File: src/rtl/spi_sample_fifo_if.sv
// rtl/spi_sample_fifo_if.sv - Wishbone register bus between a bus master and spi_sample_fifo
// Signals (named from the slave's point of view):
//   wb_cyc_i, wb_stb_i, wb_we_i : cycle, strobe, write enable
//   wb_adr_i [31:0]              : byte address, register select in [3:2]
//   wb_dat_i [31:0]              : write data
//   wb_sel_i [3:0]               : byte selects (ignored by the slave)
//   wb_dat_o [31:0]              : read data, valid while wb_ack_o is high
//   wb_ack_o                     : single-cycle acknowledge
interface spi_sample_fifo_if;
  logic        wb_cyc_i;
  logic        wb_stb_i;
  logic        wb_we_i;
  logic [31:0] wb_adr_i;
  logic [31:0] wb_dat_i;
  logic [3:0]  wb_sel_i;
  logic [31:0] wb_dat_o;
  logic        wb_ack_o;

  modport slave (
    input  wb_cyc_i, wb_stb_i, wb_we_i, wb_adr_i, wb_dat_i, wb_sel_i,
    output wb_dat_o, wb_ack_o
  );

  modport master (
    output wb_cyc_i, wb_stb_i, wb_we_i, wb_adr_i, wb_dat_i, wb_sel_i,
    input  wb_dat_o, wb_ack_o
  );
endinterface

File: src/rtl/spi_sample_fifo.sv
// rtl/spi_sample_fifo.sv - SPI sample capture FIFO with optional averaging and Wishbone register access
// Ports:
//   clk            : system clock, all flops on the rising edge
//   reset          : synchronous active-high reset
//   sbusy          : SPI master busy flag, asynchronous to clk
//   byte_l, byte_m : low / high sample bytes from the SPI master
//   irq            : registered data-available flag (en & ~empty)
//   wb             : Wishbone slave, registers selected by wb_adr_i[3:2]
//                    0 DATA (RO, pops), 1 STATUS (RO), 2 CTRL (RW), 3 reserved
module spi_sample_fifo #(
  parameter int DEPTH    = 8,
  parameter int AVG_LOG2 = 2
) (
  input  logic             clk,
  input  logic             reset,
  input  logic             sbusy,
  input  logic [7:0]       byte_l,
  input  logic [7:0]       byte_m,
  output logic             irq,
  spi_sample_fifo_if.slave wb
);
  localparam int PW   = $clog2(DEPTH);
  localparam int CW   = PW + 1;
  localparam int AW   = AVG_LOG2 + 1;
  localparam int NAVG = 1 << AVG_LOG2;
  localparam logic [CW-1:0] FULL_CNT = CW'(DEPTH);
  localparam logic [AW-1:0] LAST_AVG = AW'(NAVG - 1);

  // synchronizer plus one history flop for falling-edge detection
  logic sync_1, sync_2, sync_3;

  logic          en, avg;
  logic [19:0]   acc;
  logic [AW-1:0] acc_cnt;

  logic [15:0]   mem [DEPTH];
  logic [PW-1:0] wr_ptr, rd_ptr;
  logic [CW-1:0] count;
  logic          ovf;

  logic        req, ctrl_wr, clr, data_rd;
  logic [1:0]  reg_sel;
  logic        capture, avg_done, push, do_push, pop, ovf_set;
  logic        empty, full;
  logic [15:0] sample, push_val, head;
  logic [19:0] sample_ext, sum;
  logic signed [19:0] sum_sh;
  logic [31:0] rdata;
  logic [4:0]  count5;

  assign req     = wb.wb_cyc_i & wb.wb_stb_i & ~wb.wb_ack_o;
  assign reg_sel = wb.wb_adr_i[3:2];
  assign ctrl_wr = req & wb.wb_we_i & (reg_sel == 2'd2);
  assign clr     = ctrl_wr & wb.wb_dat_i[2];
  assign data_rd = req & ~wb.wb_we_i & (reg_sel == 2'd0);

  assign empty  = (count == '0);
  assign full   = (count == FULL_CNT);
  assign count5 = 5'(count);
  assign head   = mem[rd_ptr];

  assign capture    = sync_3 & ~sync_2 & en;
  assign sample     = {byte_m, byte_l};
  assign sample_ext = {{4{sample[15]}}, sample};
  assign sum        = acc + sample_ext;
  assign sum_sh     = $signed(sum) >>> AVG_LOG2;
  assign avg_done   = avg & (acc_cnt == LAST_AVG);
  assign push_val   = avg ? sum_sh[15:0] : sample;

  // a clear in flight discards any capture landing in the same cycle
  assign push    = capture & (~avg | avg_done) & ~clr;
  assign pop     = data_rd & ~empty;
  // a simultaneous pop frees the slot, so a full FIFO still accepts the push
  assign do_push = push & (~full | pop);
  assign ovf_set = push & full & ~pop;

  always_comb begin
    rdata = '0;
    case (reg_sel)
      2'd0: rdata = empty ? 32'd0 : {{16{head[15]}}, head};
      2'd1: rdata = {21'd0, ovf, full, empty, 3'd0, count5};
      2'd2: rdata = {30'd0, avg, en};
      default: rdata = '0;
    endcase
  end

  always_ff @(posedge clk) begin
    if (reset) begin
      sync_1 <= 1'b1;
      sync_2 <= 1'b1;
      sync_3 <= 1'b1;
    end else begin
      sync_1 <= sbusy;
      sync_2 <= sync_1;
      sync_3 <= sync_2;
    end
  end

  always_ff @(posedge clk) begin
    if (reset) begin
      wb.wb_ack_o <= 1'b0;
      wb.wb_dat_o <= '0;
      en          <= 1'b0;
      avg         <= 1'b0;
      irq         <= 1'b0;
    end else begin
      wb.wb_ack_o <= req;
      wb.wb_dat_o <= (req & ~wb.wb_we_i) ? rdata : 32'd0;
      if (ctrl_wr) begin
        en  <= wb.wb_dat_i[0];
        avg <= wb.wb_dat_i[1];
      end
      irq <= en & ~empty;
    end
  end

  // any CTRL write restarts the averaging window
  always_ff @(posedge clk) begin
    if (reset || ctrl_wr) begin
      acc     <= '0;
      acc_cnt <= '0;
    end else if (capture && avg) begin
      if (avg_done) begin
        acc     <= '0;
        acc_cnt <= '0;
      end else begin
        acc     <= sum;
        acc_cnt <= acc_cnt + 1'b1;
      end
    end
  end

  always_ff @(posedge clk) begin
    if (reset || clr) begin
      wr_ptr <= '0;
      rd_ptr <= '0;
      count  <= '0;
      ovf    <= 1'b0;
    end else begin
      if (do_push) wr_ptr <= wr_ptr + 1'b1;
      if (pop)     rd_ptr <= rd_ptr + 1'b1;
      if (do_push && !pop)      count <= count + 1'b1;
      else if (pop && !do_push) count <= count - 1'b1;
      if (ovf_set) ovf <= 1'b1;
    end
  end

  always_ff @(posedge clk) begin
    if (do_push && !reset) mem[wr_ptr] <= push_val;
  end

  logic unused_bits;
  assign unused_bits = ^{wb.wb_sel_i, wb.wb_adr_i[31:4], wb.wb_adr_i[1:0],
                         wb.wb_dat_i[31:3], sum_sh[19:16]};
endmodule
File: src/flat_wrapper.sv
// flat-port wrapper written by rule: the top's interface ports become plain ports
module spi_sample_fifo_flat 
#(
  parameter int DEPTH    = 8,
  parameter int AVG_LOG2 = 2
)
  (clk, reset, sbusy, byte_l, byte_m, irq, wb_wb_cyc_i, wb_wb_stb_i, wb_wb_we_i, wb_wb_adr_i, wb_wb_dat_i, wb_wb_sel_i, wb_wb_dat_o, wb_wb_ack_o);
  spi_sample_fifo_if wb_i ();
  input  logic clk;
  input  logic reset;
  input  logic sbusy;
  input  logic [7:0] byte_l;
  input  logic [7:0] byte_m;
  output logic irq;
  input wire logic [$bits(wb_i.wb_cyc_i)-1:0] wb_wb_cyc_i;
  input wire logic [$bits(wb_i.wb_stb_i)-1:0] wb_wb_stb_i;
  input wire logic [$bits(wb_i.wb_we_i)-1:0] wb_wb_we_i;
  input wire logic [$bits(wb_i.wb_adr_i)-1:0] wb_wb_adr_i;
  input wire logic [$bits(wb_i.wb_dat_i)-1:0] wb_wb_dat_i;
  input wire logic [$bits(wb_i.wb_sel_i)-1:0] wb_wb_sel_i;
  output wire logic [$bits(wb_i.wb_dat_o)-1:0] wb_wb_dat_o;
  output wire logic [$bits(wb_i.wb_ack_o)-1:0] wb_wb_ack_o;
  assign wb_i.wb_cyc_i = wb_wb_cyc_i;
  assign wb_i.wb_stb_i = wb_wb_stb_i;
  assign wb_i.wb_we_i = wb_wb_we_i;
  assign wb_i.wb_adr_i = wb_wb_adr_i;
  assign wb_i.wb_dat_i = wb_wb_dat_i;
  assign wb_i.wb_sel_i = wb_wb_sel_i;
  assign wb_wb_dat_o = wb_i.wb_dat_o;
  assign wb_wb_ack_o = wb_i.wb_ack_o;
  spi_sample_fifo #(.DEPTH(DEPTH), .AVG_LOG2(AVG_LOG2)) u_core (.clk(clk), .reset(reset), .sbusy(sbusy), .byte_l(byte_l), .byte_m(byte_m), .irq(irq), .wb(wb_i));
endmodule
File: config.mk
export PLATFORM = sky130hd
export DESIGN_NAME = spi_sample_fifo_flat
export DESIGN_NICKNAME = d
export VERILOG_FILES = /design/src/rtl/spi_sample_fifo_if.sv /design/src/rtl/spi_sample_fifo.sv /design/src/flat_wrapper.sv
export SDC_FILE = /design/constraint.sdc
export NUM_CORES = 1
export LEC_CHECK = 0
export CORE_UTILIZATION = 54
export CTS_CLUSTER_DIAMETER = 120
export DETAILED_ROUTE_END_ITERATION = 7
export GPL_TIMING_DRIVEN = 0
export PLACE_DENSITY = 0.89
export SLEW_MARGIN = 25
export SYNTH_ARGS = -nofsm -noshare
export SYNTH_HDL_FRONTEND = slang
export SYNTH_SLANG_ARGS = --single-unit
File: constraint.sdc
create_clock -name clk -period 4.95 [get_ports clk]
set_input_delay 0.7425 -clock clk [delete_from_list [all_inputs] [get_ports clk]]
set_output_delay 0.7425 -clock clk [all_outputs]
set_load 0.005 [all_outputs]
Word level (Yosys, flattened, before mapping)
Memory sizes are Yosys's and may differ from the RTL's. A register that Yosys moved wholly into a read port is not among the register bits.
Index checks and enable logic that the tools add are counted.
{"block": "classes", "reduce_logical": 13, "muxes": 11, "bitwise_logic": 28, "addsub": 6, "n_eq_ne": 4}
{"cell": "one-hot mux 32 bit (3 select lines)", "count": 1}
{"cell": "two-way mux 32 bit", "count": 1}
{"cell": "adder 20 bit", "count": 1}
{"cell": "two-way mux 20 bit", "count": 1}
{"cell": "AND 1 bit", "count": 17}
{"cell": "two-way mux 16 bit", "count": 1}
{"cell": "adder 3 x 1 -> 3 bit (second input constant)", "count": 3}
{"cell": "two-way mux 3 bit", "count": 3}
{"cell": "inverter 1 bit", "count": 9}
{"cell": "two-way mux 4 bit", "count": 2}
{"cell": "adder 4 x 1 -> 4 bit (second input constant)", "count": 1}
{"cell": "equality test 4 bit (second input constant)", "count": 1}
{"cell": "logical AND 1 bit", "count": 4}
{"cell": "zero test 4 bit", "count": 1}
{"cell": "subtractor 4 x 1 -> 4 bit (second input constant)", "count": 1}
{"cell": "equality test 3 x 2 -> 1 bit (second input constant)", "count": 1}
{"cell": "zero test 1 bit", "count": 3}
{"cell": "equality test 2 x 1 -> 1 bit (second input constant)", "count": 1}
{"cell": "equality test 2 bit (second input constant)", "count": 1}
{"cell": "zero test 2 bit", "count": 1}
{"cell": "logical OR 1 bit", "count": 2}
{"cell": "two-way mux 1 bit", "count": 2}
{"cell": "bitwise OR 1 bit", "count": 2}
{"cell": "nonzero test 2 bit", "count": 1}
{"cell": "OR reduction 2 bit", "count": 1}
{"block": "totals", "ramBits": 128, "output_inout_bits": 34, "elab_cells": 77, "register_bits": 73, "memories": 1, "in_bits": 90}
{"name": "u_core.mem", "words": 8, "word_bits": 16, "read_ports": 1, "rd_ports_with_merged_regs": 1, "wr": 1, "line": "spi_sample_fifo.sv:36", "source": "logic [15:0] mem [DEPTH];"}

Logic depth before layout (Yosys ltp)
{"block": "logic_depth", "depth_word": 12, "ltp_mapped": 12, "mapped_depth_nobuf": 12}

Worst setup path before layout
Ideal clock, no wire load.
{"block": "synth_path", "kind": "input to register", "from": "input wb_wb_stb_i", "to": "memory u_core.mem[0][0], enable pin", "setup_time_ns": 0.430, "arrival_ns": 3.623, "stages": 6, "slack_ns": 0.897, "required_time_ns": 4.520, "n_path_buf": 1, "cell_sequence": "nand3b_1 -> or4b_1 -> buf_4 -> a221oi_4 -> nand2b_2 -> nor4_1"}
{"block": "synth_between", "elab_chain_cells": 11, "elab_cells_between_ends": 15, "cone_classes": "mux: 2; bitwise: 12; reduce/logical: 1"}
{"item": "start: declaration", "line": "flat_wrapper.sv:16", "source": "input wire logic [$bits(wb_i.wb_stb_i)-1:0] wb_wb_stb_i;"}
{"item": "AND 1 bit (*) (2 in series)", "line": "spi_sample_fifo.sv:51", "source": "assign req = wb.wb_cyc_i & wb.wb_stb_i & ~wb.wb_ack_o;"}
{"item": "AND 1 bit (2 in series)", "line": "spi_sample_fifo.sv:53", "source": "assign ctrl_wr = req & wb.wb_we_i & (reg_sel == 2'd2);"}
{"item": "AND 1 bit", "line": "spi_sample_fifo.sv:54", "source": "assign clr = ctrl_wr & wb.wb_dat_i[2];"}
{"item": "inverter 1 bit", "line": "spi_sample_fifo.sv:71", "source": "assign push = capture & (~avg | avg_done) & ~clr;"}
{"item": "AND 1 bit", "line": "spi_sample_fifo.sv:71"}
{"item": "AND 1 bit (*)", "line": "spi_sample_fifo.sv:74", "source": "assign do_push = push & (~full | pop);"}
{"item": "logical AND 1 bit (*)", "line": "spi_sample_fifo.sv:149", "source": "if (do_push && !reset) mem[wr_ptr] <= push_val;"}
{"item": "two-way mux 1 bit (*)", "line": "spi_sample_fifo.sv:149"}
{"item": "two-way mux 1 bit (implied by the code) (*)", "line": "spi_sample_fifo.sv:149"}
{"item": "end: declaration", "line": "spi_sample_fifo.sv:36"}
Every way passes the cells marked *; elsewhere a longest branch is shown, timed or not.

Worst setup path in the final report
{"block": "layout_path", "from": "input byte_l[0]", "to": "memory u_core.mem[4][14] (data pin)"}
{"block": "layout_between", "elab_chain_cells": 2}
{"item": "start: declaration", "line": "flat_wrapper.sv:12", "source": "input logic [7:0] byte_l;"}
{"item": "adder 20 bit", "line": "spi_sample_fifo.sv:65", "source": "assign sum = acc + sample_ext;"}
{"item": "two-way mux 16 bit", "line": "spi_sample_fifo.sv:68", "source": "assign push_val = avg ? sum_sh[15:0] : sample;"}
{"item": "named net u_core.push_val[14]", "line": "spi_sample_fifo.sv:45", "source": "logic [15:0] sample, push_val, head;"}
The timed path passes the listed nets, and every way through them passes these cells.

==> flow_summary_export.csv <==
group,metric,value,unit
cts,clk_pin_slew,0.06,ns
yosys,ys.warnings.count,0,
floorplanning,num_rows,44,
yosys,syn-cell-area,8090,um2
worst_setup_path,required,5.07,ns
timing,drv_slew,0,
global_route,grt_max_degree,18,
placement,dp.cells,824,
route,detail-route-antenna-nets,0,
timing,worst_pin_slew,1.13,ns
global_route,gr-usage-met2,0.426,
worst_setup_path,cp.arrival,4.05,ns
yosys,ys_types,53,
yosys,synth.avg_cell_area,14.3,um2
layout,post-route-util,0.661,
timing,period_minus_slack,3.93,ns
cts,postCtsHoldBufs,0,
layout,stdcell_area,9640,um2
status,outcome,"finished, final reports clean",
layout,stdcell_count,856,
pwr,power.leakage,3.32,nW
cts,cts_resized,0,
cts,cts_buffers,17,
yosys,async_flop_share,0,
layout,final_cell_mix,"edfxtp_1, clkdlybuf4s50_1, dfxtp_1",
route,num_vias,5283,
cts,cts_root_buf,"clkbuf_16",
yosys,synth_edf_count,128,
pwr,vdd_drop_max,0.187,mV
timing,hold_ws,0.432,ns
global_route,busiest_layer,"met2",
global_route,grt_pass1_wl,29600,um
route,drc,0,
worst_setup_path,path_max_fanout,8,
timing,post-route-period-util,0.794,
timing,slew_headroom,0.237,
global_route,track_usage,0.255,
placement,dpl.hpwl,12200,um
floorplanning,die_area,15500,um2
route,wl_per_cell,21.7,um
placement,dpl_cell_area,9080,um2
global_route,overflow,0,
job,drv_cap,0,
yosys,synthCells,567,
worst_setup_path,end_kind,"register",
global_route,antenna_found_initial,0,
floorplanning,die_w,124,um
timing,finalHoldViolCount,0,
floorplanning,coreArea,14600,um2
floorplanning,fp.dieH,124,um
layout,layout_commonest_cell,"edfxtp_1",
layout,drive_above_1_share,0.182,
cts,post-cts-setup-buffers,0,
layout,diodes,0,
hold_path,hp-class,"register to register",
layout,nets,774,
pwr,powerDensity,316,nW/um2
route,drtIter0Drc,519,
floorplanning,design.portCount,124,
cts,clkSinkCount,186,
cts,cts_max_path_buffers,2,
timing,finalClockSkew,0.0117,ns
yosys,synthFlopType,"edfxtp_1",
placement,place_congestion,0.924,
global_route,met1_usage,0.314,
cts,h-tree-depth,4,
floorplanning,initial_core_util,0.554,
timing,rsz0062_at_grt,"no",
timing,setup_viol,0,
yosys,synth-seq-area-share,0.619,
timing,fmax,254,MHz
route,drt-total-wl,18500,um
layout,area_growth,19.2,%
placement,port_buffers,60,
timing,layout_setup_ws,1.02,ns
placement,dp_slack,0.711,ns
worst_setup_path,worstSetupStartpointType,"primary input",
worst_setup_path,path_class,"primary input to register",
route,drtPass1Iterations,5,
global_route,grt_pass1_vias,5448,
yosys,ys_seq_elements,186,
route,avgViaCountPerCell,6.17,
cts,clk_latency,0.43,ns
cts,cts_tree,"yes",
yosys,synth_nets,682,
global_route,globalRouteMet3Util,0.0455,
synth_stat cells (8+ instances only):
| master | count | area (um2) |
|---|---|---|
| a21o_1 | 10 | 75.1 |
| a21oi_1 | 32 | 160 |
| a22oi_1 | 8 | 60.1 |
| buf_4 | 17 | 128 |
| clkbuf_1 | 13 | 48.8 |
| dfxtp_1 | 58 | 1160 |
| edfxtp_1 | 128 | 3840 |
| ha_1 | 23 | 288 |
| inv_1 | 8 | 30.0 |
| mux2_2 | 11 | 124 |
| mux2i_1 | 21 | 210 |
| mux4_2 | 32 | 721 |
| nand2_1 | 18 | 67.6 |
| nor2_1 | 54 | 203 |
| nor3_1 | 12 | 60.1 |
| o21ai_0 | 13 | 65.1 |
| xnor2_1 | 13 | 114 |
critical path: stages:
cell and delay, ns:
clkdlybuf4s50_1 0.45, ha_1 0.26, fa_1 0.42, a21o_1 0.20, a221o_1 0.37, a221oi_1 0.58
a22oi_1 0.22, xnor2_1 0.18, a21oi_1 0.62
state kept, by name, indices dropped and copies added, names as in the netlist, 3 cells and up, named ones only:
register,count
u_core.acc,18
u_core.count,4
u_core.wr_ptr,3
u_core.rd_ptr,3
u_core.acc_cnt,3
u_core.mem,128
u_core.wb.wb_dat_o,16
where the power goes:
part / internal, mW / switching, mW / total (mW) / leakage (nW)
clock network: 0.730 / 0.546 / 1.28 / 0.269
registers: 1.66 / 0.00117 / 1.66 / 1.62
logic: 0.0412 / 0.0609 / 0.102 / 1.43
cell families (layout without fill, tap and decap cells):
logic type | count (synthesis) | count (layout) | share of synthesized area
flip-flops | 186 | 186 | 0.619
AND/OR/NAND/NOR | 130 | 130 | 0.0789
AO/OA/AOI/OAI | 97 | 97 | 0.0800
multiplexers | 64 | 64 | 0.130
buffers and inverters | 45 | 150 | 0.0296
adder cells (fa/ha/maj) | 25 | 25 | 0.0405
XOR/XNOR | 20 | 20 | 0.0217
layout make-up:
type                            count  area [um2]
Timing Repair Buffer               73         727
Multi-Input combinational cell    336        2880
Tap cell                          184         230
Sequential cell                   186        5000
Fill cell                         932        4950
Buffer                             37         209
Clock buffer                       24         482
Inverter                            8        30.0
Clock inverter                      8        72.6
worst paths after layout:
| kind | end | cells after the start | slack (ns) | from |
|---|---|---|---|---|
| max | u_core.mem[4][14] | 9 | 1.02 | byte_l[0] |
| min | u_core.sync_2 | 1 | 0.43 | u_core.sync_1 |
| max reg2reg | u_core.count[3] | 12 | 1.34 | u_core.count[0] |
| min reg2reg | u_core.sync_2 | 1 | 0.43 | u_core.sync_1 |
per-stage QoR:
step / power, mW / setup TNS, ns
after global placement: 1.79 / -25.05
after global routing: 3.12 / 0
after detailed placement: 1.79 / 0
after CTS: 3.04 / 0
after floorplan: 1.75 / 0
final: 3.04 / 0
metal layers:
| metal | routed length (um) | vias up |
|---|---|---|
| li1 | - | 2341 |
| met1 | 7050 | 2578 |
| met2 | 9450 | 301 |
| met3 | 1310 | 63 |
| met4 | 732 | 0 |
| met5 | 0 | - |
Power figures use the tool's default switching activity.
